===== config.mk =====
export PLATFORM = sky130hd
export DESIGN_NAME = mem_access
export DESIGN_NICKNAME = d
export VERILOG_FILES = /design/src/rtl/pipe_pkg.sv /design/src/rtl/mem_watchdog.sv /design/src/rtl/mem_access.sv
export SDC_FILE = /design/constraint.sdc
export NUM_CORES = 1
export LEC_CHECK = 0
export ABC_AREA = 1
export CAP_MARGIN = 10
export CELL_PAD_IN_SITES_DETAIL_PLACEMENT = 1
export CELL_PAD_IN_SITES_GLOBAL_PLACEMENT = 2
export CORE_MARGIN = 2
export CORE_UTILIZATION = 24
export DETAILED_ROUTE_END_ITERATION = 6
export PLACE_DENSITY = 0.91
export REMOVE_ABC_BUFFERS = 1
export SLEW_MARGIN = 0
export SYNTH_ARGS = -nofsm -noshare
export SYNTH_HDL_FRONTEND = slang
export SYNTH_HIERARCHICAL = 1
export SYNTH_SLANG_ARGS = --single-unit
export TNS_END_PERCENT = 10

===== constraint.sdc =====
create_clock -name clk -period 4.3 [get_ports clk]
set_clock_uncertainty 0.1 [all_clocks]
set_input_delay 0.645 -clock clk [delete_from_list [all_inputs] [get_ports clk]]
set_output_delay 0.645 -clock clk [all_outputs]
set_load 0.01 [all_outputs]

===== src/rtl/pipe_pkg.sv =====
// pipe_pkg: shared pipeline types and widths
// Holds the memory-stage FSM encoding, ALU op codes and datapath widths.
package pipe_pkg;
  localparam int XLEN = 32;
  localparam int REG_ADDR_W = 5;
  typedef enum logic {IDLE, ACCESS} mem_state_t;
  typedef enum logic [3:0] {
    ALU_ADD  = 4'b0000,
    ALU_SUB  = 4'b0001,
    ALU_AND  = 4'b0010,
    ALU_OR   = 4'b0011,
    ALU_XOR  = 4'b0100,
    ALU_SLL  = 4'b0101,
    ALU_SRL  = 4'b0110,
    ALU_SRA  = 4'b0111,
    ALU_SLT  = 4'b1000,
    ALU_SLTU = 4'b1001,
    ALU_LUI  = 4'b1010,
    ALU_JAL  = 4'b1011
  } alu_op_t;
endpackage


===== src/rtl/mem_watchdog.sv =====
// mem_watchdog: counts cycles spent in a memory access
// Ports: clr zeroes the count, en advances it, expired is high at TIMEOUT-1.
module mem_watchdog #(
  parameter int TIMEOUT = 16
) (
  input  logic clk,
  input  logic rst,
  input  logic clr,
  input  logic en,
  output logic expired
);
  logic [7:0] cnt_q, cnt_d;
  assign expired = cnt_q == 8'(TIMEOUT - 1);
  always_comb cnt_d = clr ? '0 : (en && !expired) ? cnt_q + 8'd1 : cnt_q;
  always_ff @(posedge clk or posedge rst) begin
    if (rst) cnt_q <= '0;
    else cnt_q <= cnt_d;
  end
endmodule


===== src/rtl/mem_access.sv =====
// mem_access: pipeline memory stage with req/ack data port and write-back register
// Ports: in_* from EX, stall to IF/ID/EX, dmem_* to data memory,
// wb_* registered write-back bundle, misalign_err/bus_err one-cycle error pulses.
module mem_access
  import pipe_pkg::*;
#(
  parameter int TIMEOUT = 16
) (
  input  logic                  clk,
  input  logic                  rst,
  input  logic                  in_valid,
  input  logic                  in_mem_read,
  input  logic                  in_mem_write,
  input  logic                  in_reg_write,
  input  logic [XLEN-1:0]       in_result,
  input  logic [XLEN-1:0]       in_store_data,
  input  logic [REG_ADDR_W-1:0] in_rd,
  output logic                  stall,
  output logic                  dmem_req,
  output logic                  dmem_we,
  output logic [XLEN-1:0]       dmem_addr,
  output logic [XLEN-1:0]       dmem_wdata,
  input  logic                  dmem_ack,
  input  logic [XLEN-1:0]       dmem_rdata,
  output logic                  wb_valid,
  output logic                  wb_we,
  output logic [REG_ADDR_W-1:0] wb_rd,
  output logic [XLEN-1:0]       wb_data,
  output logic                  misalign_err,
  output logic                  bus_err
);
  mem_state_t state_q, state_d;
  logic req_q, req_d, we_q, we_d, rwe_q, rwe_d;
  logic [XLEN-1:0] addr_q, addr_d, wdata_q, wdata_d, wb_data_q, wb_data_d;
  logic [REG_ADDR_W-1:0] rd_q, rd_d, wb_rd_q, wb_rd_d;
  logic wb_valid_q, wb_valid_d, wb_we_q, wb_we_d, mis_q, mis_d, bus_q, bus_d;
  logic idle, mem_op, aligned, expired;
  assign idle = state_q == IDLE;
  assign mem_op = in_valid && (in_mem_read || in_mem_write);
  assign aligned = in_result[1:0] == 2'b00;
  // Gated by rst so the upstream hold releases the moment reset hits, even
  // while EX still presents a memory op.
  assign stall = !rst && (idle ? mem_op && aligned : !dmem_ack && !expired);
  mem_watchdog #(.TIMEOUT(TIMEOUT)) u_wd (
    .clk(clk), .rst(rst), .clr(idle), .en(!idle), .expired(expired)
  );
  always_comb begin
    state_d = state_q;
    req_d = req_q;
    we_d = we_q;
    addr_d = addr_q;
    wdata_d = wdata_q;
    rd_d = rd_q;
    rwe_d = rwe_q;
    wb_valid_d = 1'b0;
    wb_we_d = wb_we_q;
    wb_rd_d = wb_rd_q;
    wb_data_d = wb_data_q;
    mis_d = 1'b0;
    bus_d = 1'b0;
    if (idle) begin
      if (!mem_op) begin
        wb_valid_d = in_valid;
        wb_we_d = in_reg_write && in_rd != '0;
        wb_rd_d = in_rd;
        wb_data_d = in_result;
      end else if (!aligned) begin
        mis_d = 1'b1;
      end else begin
        state_d = ACCESS;
        req_d = 1'b1;
        we_d = in_mem_write;
        addr_d = {in_result[XLEN-1:2], 2'b00};
        wdata_d = in_store_data;
        rd_d = in_rd;
        rwe_d = in_mem_read && in_reg_write && in_rd != '0;
      end
    end else if (dmem_ack) begin
      state_d = IDLE;
      req_d = 1'b0;
      wb_valid_d = 1'b1;
      wb_we_d = rwe_q;
      wb_rd_d = rd_q;
      wb_data_d = dmem_rdata;
    end else if (expired) begin
      state_d = IDLE;
      req_d = 1'b0;
      bus_d = 1'b1;
    end
  end
  always_ff @(posedge clk or posedge rst) begin
    if (rst) begin
      state_q <= IDLE;
      req_q <= 1'b0;
      we_q <= 1'b0;
      addr_q <= '0;
      wdata_q <= '0;
      rd_q <= '0;
      rwe_q <= 1'b0;
      wb_valid_q <= 1'b0;
      wb_we_q <= 1'b0;
      wb_rd_q <= '0;
      wb_data_q <= '0;
      mis_q <= 1'b0;
      bus_q <= 1'b0;
    end else begin
      state_q <= state_d;
      req_q <= req_d;
      we_q <= we_d;
      addr_q <= addr_d;
      wdata_q <= wdata_d;
      rd_q <= rd_d;
      rwe_q <= rwe_d;
      wb_valid_q <= wb_valid_d;
      wb_we_q <= wb_we_d;
      wb_rd_q <= wb_rd_d;
      wb_data_q <= wb_data_d;
      mis_q <= mis_d;
      bus_q <= bus_d;
    end
  end
  assign dmem_req = req_q;
  assign dmem_we = we_q;
  assign dmem_addr = addr_q;
  assign dmem_wdata = wdata_q;
  assign wb_valid = wb_valid_q;
  assign wb_we = wb_we_q;
  assign wb_rd = wb_rd_q;
  assign wb_data = wb_data_q;
  assign misalign_err = mis_q;
  assign bus_err = bus_q;
endmodule


Word level (Yosys, flattened, before mapping)
Index checks and enable logic that the tools add are counted.
{ "word_totals": {"ff_bits": 120, "in_bits": 108, "output_inout_bits": 108, "word_cells": 71} }
{ "classes": {"addsub": 1, "n_eq_ne": 5, "n_mux": 31, "bitwise": 1, "reduce_logical": 19} }
{ "ops": {"columns": ["op", "count"], "rows": [
  ["$mux 32", 3],
  ["$mux 1", 23],
  ["$mux 8", 2],
  ["$mux 5", 3],
  ["$add 8x1->8 const B", 1],
  ["$eq 8x4->1 const B", 1],
  ["$logic_and 1x1->1", 8],
  ["$reduce_and 3->1", 2],
  ["$reduce_bool 5->1", 1],
  ["$ne 2x2->1 const B", 2],
  ["$reduce_bool 2->1", 2],
  ["$logic_not 1->1", 3],
  ["$ne 3x2->1 const B", 1],
  ["$logic_not 2->1", 1],
  ["$ne 2x1->1 const B", 1],
  ["$reduce_and 2->1", 1],
  ["$logic_or 1x1->1", 1],
  ["$not 1->1", 1]
]} }

Longest topological paths before layout
Gate-level depths: netlist (run 1).
{ "depth": {"depth_word": 5, "mapped_depth": 7, "mapped_depth_nobuf": 7} }

Modules after synthesis
The synthesis (run 1) kept the hierarchy.
{ "by_module_without_submodules": {"columns": ["module", "instances", "cells_per_inst", "area_each_um2", "seq_area_each_um2"], "rows": [
  ["mem_access", 1, 575, 4834.6, 2802.7],
  ["mem_watchdog", 1, 68, 505.5, 200.2]
]} }

Least setup slack after synthesis (run 1)
OpenSTA, ideal clock, no wires.
{ "synth_timing": {"kind": "input -> output", "start": "in in_result[1]", "end": "out stall", "arrival_time_ns": 1.316, "required_ns": 3.555, "path_slack_ns": 2.239, "stages": 4, "n_path_buf": 1, "path_cell_list": "nor2_1 > nand3_2 > buf_2 > a21oi_1"} }
{ "synth_via": {"elab_chain_len": 4} }
{ "synth_rtl": {"columns": ["item", "line", "text"], "rows": [
  ["start: declaration", "mem_access.sv:15", "input logic [XLEN-1:0] in_result,"],
  ["$logic_not 2->1", "mem_access.sv:40", "assign aligned = in_result[1:0] == 2'b00;"],
  ["$logic_and 1x1->1", "mem_access.sv:43", "assign stall = !rst && (idle ? mem_op && aligned : !dmem_ack && !expired);"],
  ["$mux 1", "mem_access.sv:43", null],
  ["$logic_and 1x1->1", "mem_access.sv:43", null],
  ["end: declaration", "mem_access.sv:18", "output logic stall,"]
]} }
Every way passes these cells.

Final worst setup path (run 1)
{ "layout_timing": {"start": "reg u_wd.cnt_q[0]", "end": "out stall"} }
{ "layout_via": {"elab_chain_len": 5} }
{ "layout_rtl": {"columns": ["item", "line", "text"], "rows": [
  ["start: declaration", "mem_watchdog.sv:12", "logic [7:0] cnt_q, cnt_d;"],
  ["start signal: assignment", "mem_watchdog.sv:17", "else cnt_q <= cnt_d;"],
  ["$eq 8x4->1", "mem_watchdog.sv:13", "assign expired = cnt_q == 8'(TIMEOUT - 1);"],
  ["net expired", "mem_access.sv:37", "logic idle, mem_op, aligned, expired;"],
  ["$logic_not 1->1", "mem_access.sv:43", null],
  ["$logic_and 1x1->1", "mem_access.sv:43", null],
  ["$mux 1", "mem_access.sv:43", null],
  ["$logic_and 1x1->1", "mem_access.sv:43", null]
]} }
The timed path passes the listed nets, and every way through them passes these cells.

==> report_table.html, run 1 <==
<table>
<tr><th>Metric</th><th>Value</th></tr>
<tr><th colspan="2">Outcome</th></tr>
<tr><td>Result of the run</td><td>finished, final reports clean</td></tr>
<tr><th colspan="2">Worst hold path</th></tr>
<tr><td>Worst Min Path Start</td><td>dmem_we</td></tr>
<tr><td>Type of the worst min-delay path</td><td>reg2reg</td></tr>
<tr><th colspan="2">Synthesis</th></tr>
<tr><td>Number of flip-flops and latches in the synthesized netlist</td><td>120</td></tr>
<tr><td>Library cells used by synthesis</td><td>26</td></tr>
<tr><td>Post-synthesis cell count</td><td>643</td></tr>
<tr><td>Mapped Avg Cell Area</td><td>8.31 um^2</td></tr>
<tr><td>Area of the mapped netlist</td><td>0.00534 mm^2</td></tr>
<tr><td>Proportion of synthesized chip area in sequential cells</td><td>0.562</td></tr>
<tr><td>Synthesis warning total</td><td>6</td></tr>
<tr><th colspan="2">Final layout</th></tr>
<tr><td>Share of layout cells above drive strength 1</td><td>0.0583</td></tr>
<tr><td>Inserted Diodes</td><td>0</td></tr>
<tr><td>Multi-input gate area</td><td>0.00183 mm^2</td></tr>
<tr><td>Signed area change from the synthesized netlist to the final layout</td><td>55.2%</td></tr>
<tr><td>Final-layout fill cell count</td><td>2575</td></tr>
<tr><td>Combined flip-flop and latch cell area</td><td>0.00300 mm^2</td></tr>
<tr><td>Nets</td><td>954</td></tr>
<tr><th colspan="2">Placement</th></tr>
<tr><td>Placer's final routability congestion estimate</td><td>0.733</td></tr>
<tr><td>DPL Wire Length</td><td>11700 um</td></tr>
<tr><td>Buffers on Ports</td><td>213</td></tr>
<tr><td>Setup WS pre-CTS</td><td>1.12 ns</td></tr>
<tr><th colspan="2">Routing</th></tr>
<tr><td>Number of nets with antenna violations after detailed routing</td><td>0</td></tr>
<tr><td>Detailed-router iteration count before antenna repair</td><td>4</td></tr>
<tr><td>Routed vias</td><td>4932</td></tr>
<tr><td>Detail-routed net length per standard cell</td><td>14.8 um</td></tr>
<tr><td>DRC violations left</td><td>0</td></tr>
<tr><td>Detailed Route WL</td><td>16800 um</td></tr>
<tr><td>Mean number of vias per cell</td><td>4.34</td></tr>
<tr><td>Number of violations reported at the end of detailed-routing iteration 0</td><td>187</td></tr>
<tr><th colspan="2">GRT</th></tr>
<tr><td>Grt total ovfl</td><td>0</td></tr>
<tr><td>Number of antenna violations at the first check in global routing</td><td>0</td></tr>
<tr><td>Global-route wire length before repair</td><td>28000 um</td></tr>
<tr><td>Global routing usage summed across all routing layers</td><td>0.149</td></tr>
<tr><td>Vias in the first global route</td><td>5281</td></tr>
<tr><td>Pin count of the biggest net entering global routing</td><td>92</td></tr>
<tr><th colspan="2">Critical path</th></tr>
<tr><td>Crit. End Element</td><td>primary output</td></tr>
<tr><td>CP Cell Sequence</td><td>ha_1 -&gt; nand3_2 -&gt; nor2_4 -&gt; inv_1 -&gt; nand3_1 -&gt; a21oi_1 -&gt; clkdlybuf4s50_1</td></tr>
<tr><td>Cell count of the worst reg-to-reg path</td><td>7</td></tr>
<tr><td>Maximum fanout encountered on the critical timing path</td><td>3</td></tr>
<tr><td>Capture point of the worst path</td><td>stall</td></tr>
<tr><td>WP data required</td><td>3.56 ns</td></tr>
<tr><td>Data arrival time of the critical path</td><td>2.24 ns</td></tr>
<tr><td>Critical register-to-register path endpoint</td><td>wb_we</td></tr>
<tr><td>Slowest CP cell</td><td>sky130_fd_sc_hd__clkdlybuf4s50_1</td></tr>
<tr><td>Worst R2R Start</td><td>state_q</td></tr>
<tr><td>Critical path's top delay family</td><td>buffers and inverters</td></tr>
<tr><td>Max incr delay on CP</td><td>0.57 ns</td></tr>
<tr><td>Kind of critical path</td><td>reg2out</td></tr>
<tr><td>Launch point of the critical path</td><td>u_wd/cnt_q[0]</td></tr>
<tr><td>R2R Setup Slk</td><td>1.77 ns</td></tr>
<tr><td>CP Launch Type</td><td>register</td></tr>
<tr><td>Number of gates on the worst path with buffers counted</td><td>7</td></tr>
<tr><td>Sum of buffers and inverters on the critical path</td><td>2</td></tr>
<tr><th colspan="2">Clock network</th></tr>
<tr><td>Reg clk slew, reported paths</td><td>0.06 ns</td></tr>
<tr><td>Post-CTS resize count</td><td>0</td></tr>
<tr><td>Clock tree from TritonCTS</td><td>yes</td></tr>
<tr><td>H-tree depth</td><td>4</td></tr>
<tr><td>Master cell of the clock root buffer</td><td>sky130_fd_sc_hd__clkbuf_16</td></tr>
<tr><td>Number of buffers created by CTS</td><td>17</td></tr>
<tr><td>Number of buffers inserted by hold repair at cts</td><td>0</td></tr>
<tr><td>Number of buffers inserted to repair setup after CTS</td><td>0</td></tr>
<tr><td>Clk Latency, worst-skew pair</td><td>0.41 ns</td></tr>
<tr><td>CTS sink cnt</td><td>120</td></tr>
<tr><td>Max Buffers Root-to-Sink</td><td>2</td></tr>
<tr><th colspan="2">Power</th></tr>
<tr><td>Areal power density over the cells</td><td>460 mW/mm^2</td></tr>
<tr><td>Peak VDD IR</td><td>0.190 mV</td></tr>
<tr><td>Reported leakage power</td><td>0.00393 uW</td></tr>
<tr><td>Power Total</td><td>3810 uW</td></tr>
<tr><th colspan="2">Die</th></tr>
<tr><td>Die Ht</td><td>153 um</td></tr>
<tr><td>Area of the die</td><td>0.0235 mm^2</td></tr>
<tr><td>IO Pins</td><td>216</td></tr>
<tr><td>Std cell rows</td><td>54</td></tr>
<tr><td>Floorplan Core Area</td><td>0.0218 mm^2</td></tr>
<tr><td>Starting utilization of the core area</td><td>0.245</td></tr>
<tr><td>Chip width</td><td>153 um</td></tr>
<tr><th colspan="2">STA</th></tr>
<tr><td>Achievable clock frequency</td><td>335 MHz</td></tr>
<tr><td>Setup slack of the critical path after layout</td><td>1.32 ns</td></tr>
<tr><td>Finish-stage setup viols</td><td>0</td></tr>
<tr><td>Minimum period implied by the final worst setup slack</td><td>2.98 ns</td></tr>
<tr><td>Final number of max-transition violations</td><td>0</td></tr>
<tr><td>Normalized max-slew margin</td><td>0.394</td></tr>
<tr><td>Count of endpoints failing hold in the final timing report</td><td>0</td></tr>
<tr><td>Share of the clock period used by the worst path</td><td>0.694</td></tr>
<tr><td>Unrepaired setup endpoints after global routing</td><td>false</td></tr>
<tr><td>Slew of the pin with the lowest slew margin</td><td>0.908 ns</td></tr>
<tr><td>Fin Setup TNS</td><td>0 ns</td></tr>
<tr><th colspan="2">Job</th></tr>
<tr><td>Number of max-capacitance violations reported</td><td>0</td></tr>
</table>
## layer usage
layer | wire length, um | track usage | up-vias
met4 | 172 | 0.0423 | 0
met3 | 950 | 0.0335 | 14
met5 | 0 | 0 | -
met2 | 8040 | 0.246 | 142
li1 | - | - | 2411
met1 | 7660 | 0.197 | 2365
## report_power, final
part           internal, uW  switching, uW  leakage (uW)
Combinational           487            404       0.00214
Sequential             1320            105       0.00150
Clock                   963            535      0.000292
## registers in the layout (all words and copies together) (netlist names)
register / count
rd_q: 5
dmem_addr: 30
misalign_err: 1
dmem_wdata: 32
dmem_req: 1
wb_data: 32
bus_err: 1
rwe_q: 1
wb_we: 1
u_wd/cnt_q: 8
wb_valid: 1
wb_rd: 5
state_q: 1
dmem_we: 1
## Yosys cell counts, drive strengths merged
master | n | area, um^2
ha | 1 | 12.5
nor2 | 17 | 97.6
nor3 | 1 | 5.00
o21bai | 1 | 7.51
nand2 | 216 | 831
conb | 1 | 3.75
o31ai | 1 | 7.51
nand4 | 3 | 18.8
dfrtp | 120 | 3000
o21ai | 107 | 536
or2 | 1 | 6.26
clkbuf | 5 | 18.8
buf | 31 | 188
a21oi | 4 | 20.0
inv | 82 | 308
nand3 | 50 | 260
xor2 | 2 | 17.5
## worst min-delay path by stage
stage | to | slack (ns) | cells past startpoint
after CTS | dmem_we | 0.39 | 2
final | dmem_we | 0.38 | 2
after global placement | dmem_we | 0.36 | 2
after detailed placement | dmem_we | 0.37 | 2
after floorplan | rwe_q | 0.35 | 2
after global routing | dmem_we | 0.40 | 2
## tightest hold or removal path: cells and delay by family (launching register included)
kind             cells  cell delay (ns)
flip-flops           1             0.35
AND/OR/NAND/NOR      2             0.11
## through the flow
stage                      util  area [um^2]  hold WS, ns  instances
after detailed placement  0.352         7680        0.368       1106
after global placement    0.352         7680        0.365       1106
final                     0.380         8290        0.384       1137
after floorplan               -         5140        0.353        608
after CTS                 0.380         8290        0.386       1137
after global routing      0.380         8290        0.398       1137
## cells by family after synthesis
logic type,synth area share
flops,0.562
fa+ha+maj,0.00234
compound gates,0.107
buf+inv,0.0963
xor+xnor,0.00328
other cells,0.000702
simple gates,0.228
## cells in the final DEF, fill, tap and decap left out, types with 2 or more instances in the layout
master / synthesis / final
sky130_fd_sc_hd__bufinv_16: 0 / 4
sky130_fd_sc_hd__nor2_1: 13 / 13
sky130_fd_sc_hd__a21oi_1: 4 / 4
sky130_fd_sc_hd__clkinv_2: 0 / 4
sky130_fd_sc_hd__clkdlybuf4s50_1: 0 / 213
sky130_fd_sc_hd__clkinv_4: 0 / 2
sky130_fd_sc_hd__nand3_1: 48 / 48
sky130_fd_sc_hd__clkbuf_16: 0 / 17
sky130_fd_sc_hd__buf_4: 13 / 4
sky130_fd_sc_hd__nor2_4: 2 / 2
sky130_fd_sc_hd__o21ai_0: 35 / 35
sky130_fd_sc_hd__xor2_1: 2 / 2
sky130_fd_sc_hd__nand2_4: 2 / 2
sky130_fd_sc_hd__nand2_2: 2 / 2
sky130_fd_sc_hd__conb_1: 1 / 2
sky130_fd_sc_hd__inv_2: 3 / 3
sky130_fd_sc_hd__dfrtp_1: 120 / 119
sky130_fd_sc_hd__o21ai_1: 72 / 72
sky130_fd_sc_hd__nand2_1: 212 / 212
sky130_fd_sc_hd__clkinvlp_4: 0 / 3
sky130_fd_sc_hd__nand4_1: 3 / 3
sky130_fd_sc_hd__inv_1: 79 / 78
## layout make-up
| class | instances | share of cell area |
|---|---|---|
| inverters | 82 | 0.0374 |
| well taps | 280 | 0.0423 |
| clock buffers | 18 | 0.0518 |
| multi-input cells | 406 | 0.221 |
| clock inverters | 13 | 0.0217 |
| repair buffers | 218 | 0.263 |
| flip-flops and latches | 120 | 0.362 |
No activity file was read; power rests on OpenSTA's default activity.
==> inputs of run 2 (changes only) <==
Clock period 4.3 ns to 3.1 ns, I/O delays scaled along.
==> run 2 against run 1 <==
Compared with the run above: global-route usage fell by 0.27 points; clock-buffer cell count rose by 1; design area rose by 0.27%; die area did not move; utilization rose by 0.10 points; sequential power rose by 39%; clock power rose by 39%; combinational power rose by 39%; cell count did not move; via count barely moved; critical path depth did not move; critical path type unchanged; critical endpoint unchanged; largest cell class unchanged; largest power group unchanged.
==> report_table.html, run 2 (synthesized netlist as in run 1, its figures left out) <==
<table>
<tr><th>Metric</th><th>Value</th></tr>
<tr><th colspan="2">Routing</th></tr>
<tr><td>DR top layer</td><td>met4</td></tr>
<tr><td>Detailed Route WL</td><td>16800 um</td></tr>
<tr><td>Number of violations reported at the end of detailed-routing iteration 0</td><td>168</td></tr>
<tr><td>Routed vias</td><td>4935</td></tr>
<tr><td>Post-Route M1 WL</td><td>7570 um</td></tr>
<tr><td>Number of nets with antenna violations after detailed routing</td><td>0</td></tr>
<tr><td>Detailed route wirelength on metal2</td><td>8230 um</td></tr>
<tr><td>DRC violations left</td><td>0</td></tr>
<tr><td>Mean number of vias per cell</td><td>4.34</td></tr>
<tr><td>Met3 routed WL</td><td>909 um</td></tr>
<tr><td>Detailed-router iteration count before antenna repair</td><td>4</td></tr>
<tr><td>Detail-routed net length per standard cell</td><td>14.8 um</td></tr>
<tr><th colspan="2">Critical path</th></tr>
<tr><td>Maximum fanout encountered on the critical timing path</td><td>4</td></tr>
<tr><td>Data arrival time of the critical path</td><td>2.15 ns</td></tr>
<tr><td>CP Cell Sequence</td><td>ha_1 -&gt; nand3_2 -&gt; nor2_4 -&gt; inv_1 -&gt; nand3_1 -&gt; a21oi_1 -&gt; clkdlybuf4s50_1</td></tr>
<tr><td>Crit. End Element</td><td>primary output</td></tr>
<tr><td>Kind of critical path</td><td>reg2out</td></tr>
<tr><td>Worst R2R Start</td><td>state_q</td></tr>
<tr><td>Max incr delay on CP</td><td>0.55 ns</td></tr>
<tr><td>CP Launch Type</td><td>register</td></tr>
<tr><td>Launch point of the critical path</td><td>u_wd/cnt_q[1]</td></tr>
<tr><td>Slowest CP cell</td><td>sky130_fd_sc_hd__clkdlybuf4s50_1</td></tr>
<tr><td>WP data required</td><td>2.53 ns</td></tr>
<tr><th colspan="2">Power</th></tr>
<tr><td>Switching power as a share of total power</td><td>0.271</td></tr>
<tr><td>Sequential share of power</td><td>0.371</td></tr>
<tr><td>Areal power density over the cells</td><td>638 mW/mm^2</td></tr>
<tr><td>Clock network fraction of total power</td><td>0.395</td></tr>
<tr><td>Peak VDD IR</td><td>0.284 mV</td></tr>
<tr><td>Reported leakage power</td><td>0.00395 uW</td></tr>
<tr><td>Share of power burned in combinational logic</td><td>0.234</td></tr>
<tr><td>Switch Pwr</td><td>1440 uW</td></tr>
<tr><td>Internal Dissipation</td><td>3860 uW</td></tr>
<tr><th colspan="2">GRT</th></tr>
<tr><td>Number of antenna violations at the first check in global routing</td><td>0</td></tr>
<tr><td>Vias in the first global route</td><td>5138</td></tr>
<tr><td>Global routing usage summed across all routing layers</td><td>0.147</td></tr>
<tr><td>Pin count of the biggest net entering global routing</td><td>138</td></tr>
<tr><td>Global-route wire length before repair</td><td>27400 um</td></tr>
<tr><td>Grt total ovfl</td><td>0</td></tr>
<tr><th colspan="2">Die</th></tr>
<tr><td>Std cell rows</td><td>54</td></tr>
<tr><td>Die Ht</td><td>153 um</td></tr>
<tr><td>Chip width</td><td>153 um</td></tr>
<tr><td>Floorplan Core Area</td><td>0.0218 mm^2</td></tr>
<tr><td>Area of the die</td><td>0.0235 mm^2</td></tr>
<tr><td>IO Pins</td><td>216</td></tr>
<tr><td>Starting utilization of the core area</td><td>0.245</td></tr>
<tr><th colspan="2">Final layout</th></tr>
<tr><td>Share of layout cells above drive strength 1</td><td>0.0583</td></tr>
<tr><td>Non-filler instance count after layout</td><td>1137</td></tr>
<tr><td>Commonest cells after routing, fill and taps aside</td><td>sky130_fd_sc_hd__clkdlybuf4s50_1 (213), sky130_fd_sc_hd__nand2_1 (212), sky130_fd_sc_hd__dfrtp_1 (119)</td></tr>
<tr><td>Commonest non-fill, non-tap cell in the layout</td><td>sky130_fd_sc_hd__clkdlybuf4s50_1</td></tr>
<tr><td>Nets</td><td>954</td></tr>
<tr><td>Post-route cell area</td><td>0.00831 mm^2</td></tr>
<tr><td>Inserted Diodes</td><td>0</td></tr>
<tr><td>Signed area change from the synthesized netlist to the final layout</td><td>55.7%</td></tr>
<tr><th colspan="2">Outcome</th></tr>
<tr><td>Result of the run</td><td>finished, final reports clean</td></tr>
<tr><th colspan="2">Placement</th></tr>
<tr><td>Buffers on Ports</td><td>213</td></tr>
<tr><td>DPL Wire Length</td><td>11200 um</td></tr>
<tr><td>Post-detailed-placement cell area</td><td>0.00769 mm^2</td></tr>
<tr><td>Placer's final routability congestion estimate</td><td>0.739</td></tr>
<tr><td># placed instances</td><td>1106</td></tr>
<tr><th colspan="2">Clock network</th></tr>
<tr><td>CTS sink cnt</td><td>120</td></tr>
<tr><td>Master cell of the clock root buffer</td><td>sky130_fd_sc_hd__clkbuf_16</td></tr>
<tr><td>Max Buffers Root-to-Sink</td><td>2</td></tr>
<tr><td>Number of buffers inserted to repair setup after CTS</td><td>0</td></tr>
<tr><td>Clk Latency, worst-skew pair</td><td>0.41 ns</td></tr>
<tr><td>Number of buffers created by CTS</td><td>17</td></tr>
<tr><td>H-tree depth</td><td>4</td></tr>
<tr><td>Post-CTS resize count</td><td>0</td></tr>
<tr><td>Reg clk slew, reported paths</td><td>0.05 ns</td></tr>
<tr><td>Number of buffers inserted by hold repair at cts</td><td>0</td></tr>
<tr><td>Clock tree from TritonCTS</td><td>yes</td></tr>
<tr><th colspan="2">STA</th></tr>
<tr><td>Share of the clock period used by the worst path</td><td>0.877</td></tr>
<tr><td>Final number of max-transition violations</td><td>0</td></tr>
<tr><td>Normalized max-slew margin</td><td>0.514</td></tr>
<tr><td>Finish-stage setup viols</td><td>0</td></tr>
<tr><td>Slew of the pin with the lowest slew margin</td><td>0.730 ns</td></tr>
<tr><td>Count of endpoints failing hold in the final timing report</td><td>0</td></tr>
<tr><td>Unrepaired setup endpoints after global routing</td><td>false</td></tr>
<tr><td>Minimum period implied by the final worst setup slack</td><td>2.72 ns</td></tr>
<tr><td>Achievable clock frequency</td><td>368 MHz</td></tr>
<tr><th colspan="2">Job</th></tr>
<tr><td>Number of max-capacitance violations reported</td><td>0</td></tr>
<tr><th colspan="2">Worst hold path</th></tr>
<tr><td>Type of the worst min-delay path</td><td>in2async</td></tr>
</table>
==> run 2: path summary, 6_finish.rpt <==
| path | end | slack, ns | depth (start not counted) |
|---|---|---|---|
| worst max register to register | u_wd/cnt_q[7] | 1.13 | 6 |
| max in group asynchronous | dmem_wdata[21] | 1.88 | 3 |
| worst max-delay path | stall | 0.38 | 7 |
| worst min register to register | dmem_wdata[10] | 0.39 | 2 |
| min in group clk | dmem_wdata[10] | 0.39 | 2 |
| worst min-delay path | u_wd/cnt_q[5] | 0.36 | 2 |
==> run 2: per-stage QoR <==
stage,TNS [ns],utilization,setup slack (ns),total power [uW],hold slack [ns]
2_1_floorplan,-69.04,-,-0.867,2450,0.181
3_3_place_gp,0,0.353,0.562,3220,0.370
3_5_place_dp,0,0.353,0.547,3260,0.379
4_1_cts,0,0.381,0.343,5400,0.359
5_1_grt,0,0.381,0.212,5600,0.386
6_report,0,0.381,0.381,5300,0.358
==> run 2: power by group through the flow <==
stage               clock, uW  sequential [uW]  combinational [uW]
floorplan                   0             2110                 343
global placement            0             1980                1240
detailed placement          0             1990                1260
CTS                      2160             1970                1270
global route             2220             2010                1370
finish                   2090             1970                1240
==> run 2: cell type report <==
cell class	instances	area [um^2]
clock inverters	12	176
repair buffers	218	2190
fillers	2557	13500
multi-input cells	406	1830
flip-flops and latches	120	3000
well taps	280	350
clock buffers	19	443
inverters	82	310
==> run 2: metal layers <==
layer,vias up,global-route usage
met5,-,0
met4,0,0.0353
met3,8,0.0420
met2,139,0.250
met1,2373,0.183
li1,2415,-
==> run 2: worst max-delay path: cells and delay by family, from the launching register on <==
kind	cells	cell delay [ns]
adder cells (fa/ha/maj)	1	0.23
buffers and inverters	2	0.66
AO/OA/AOI/OAI	1	0.16
flip-flops	1	0.41
AND/OR/NAND/NOR	3	0.30
==> inputs of run 3 (changes only) <==
Settings changed: CTS_CLUSTER_SIZE set to 8.
==> results of run 3 <==
Same layout as run 2: the final DEF is identical, and so are final timing and power.
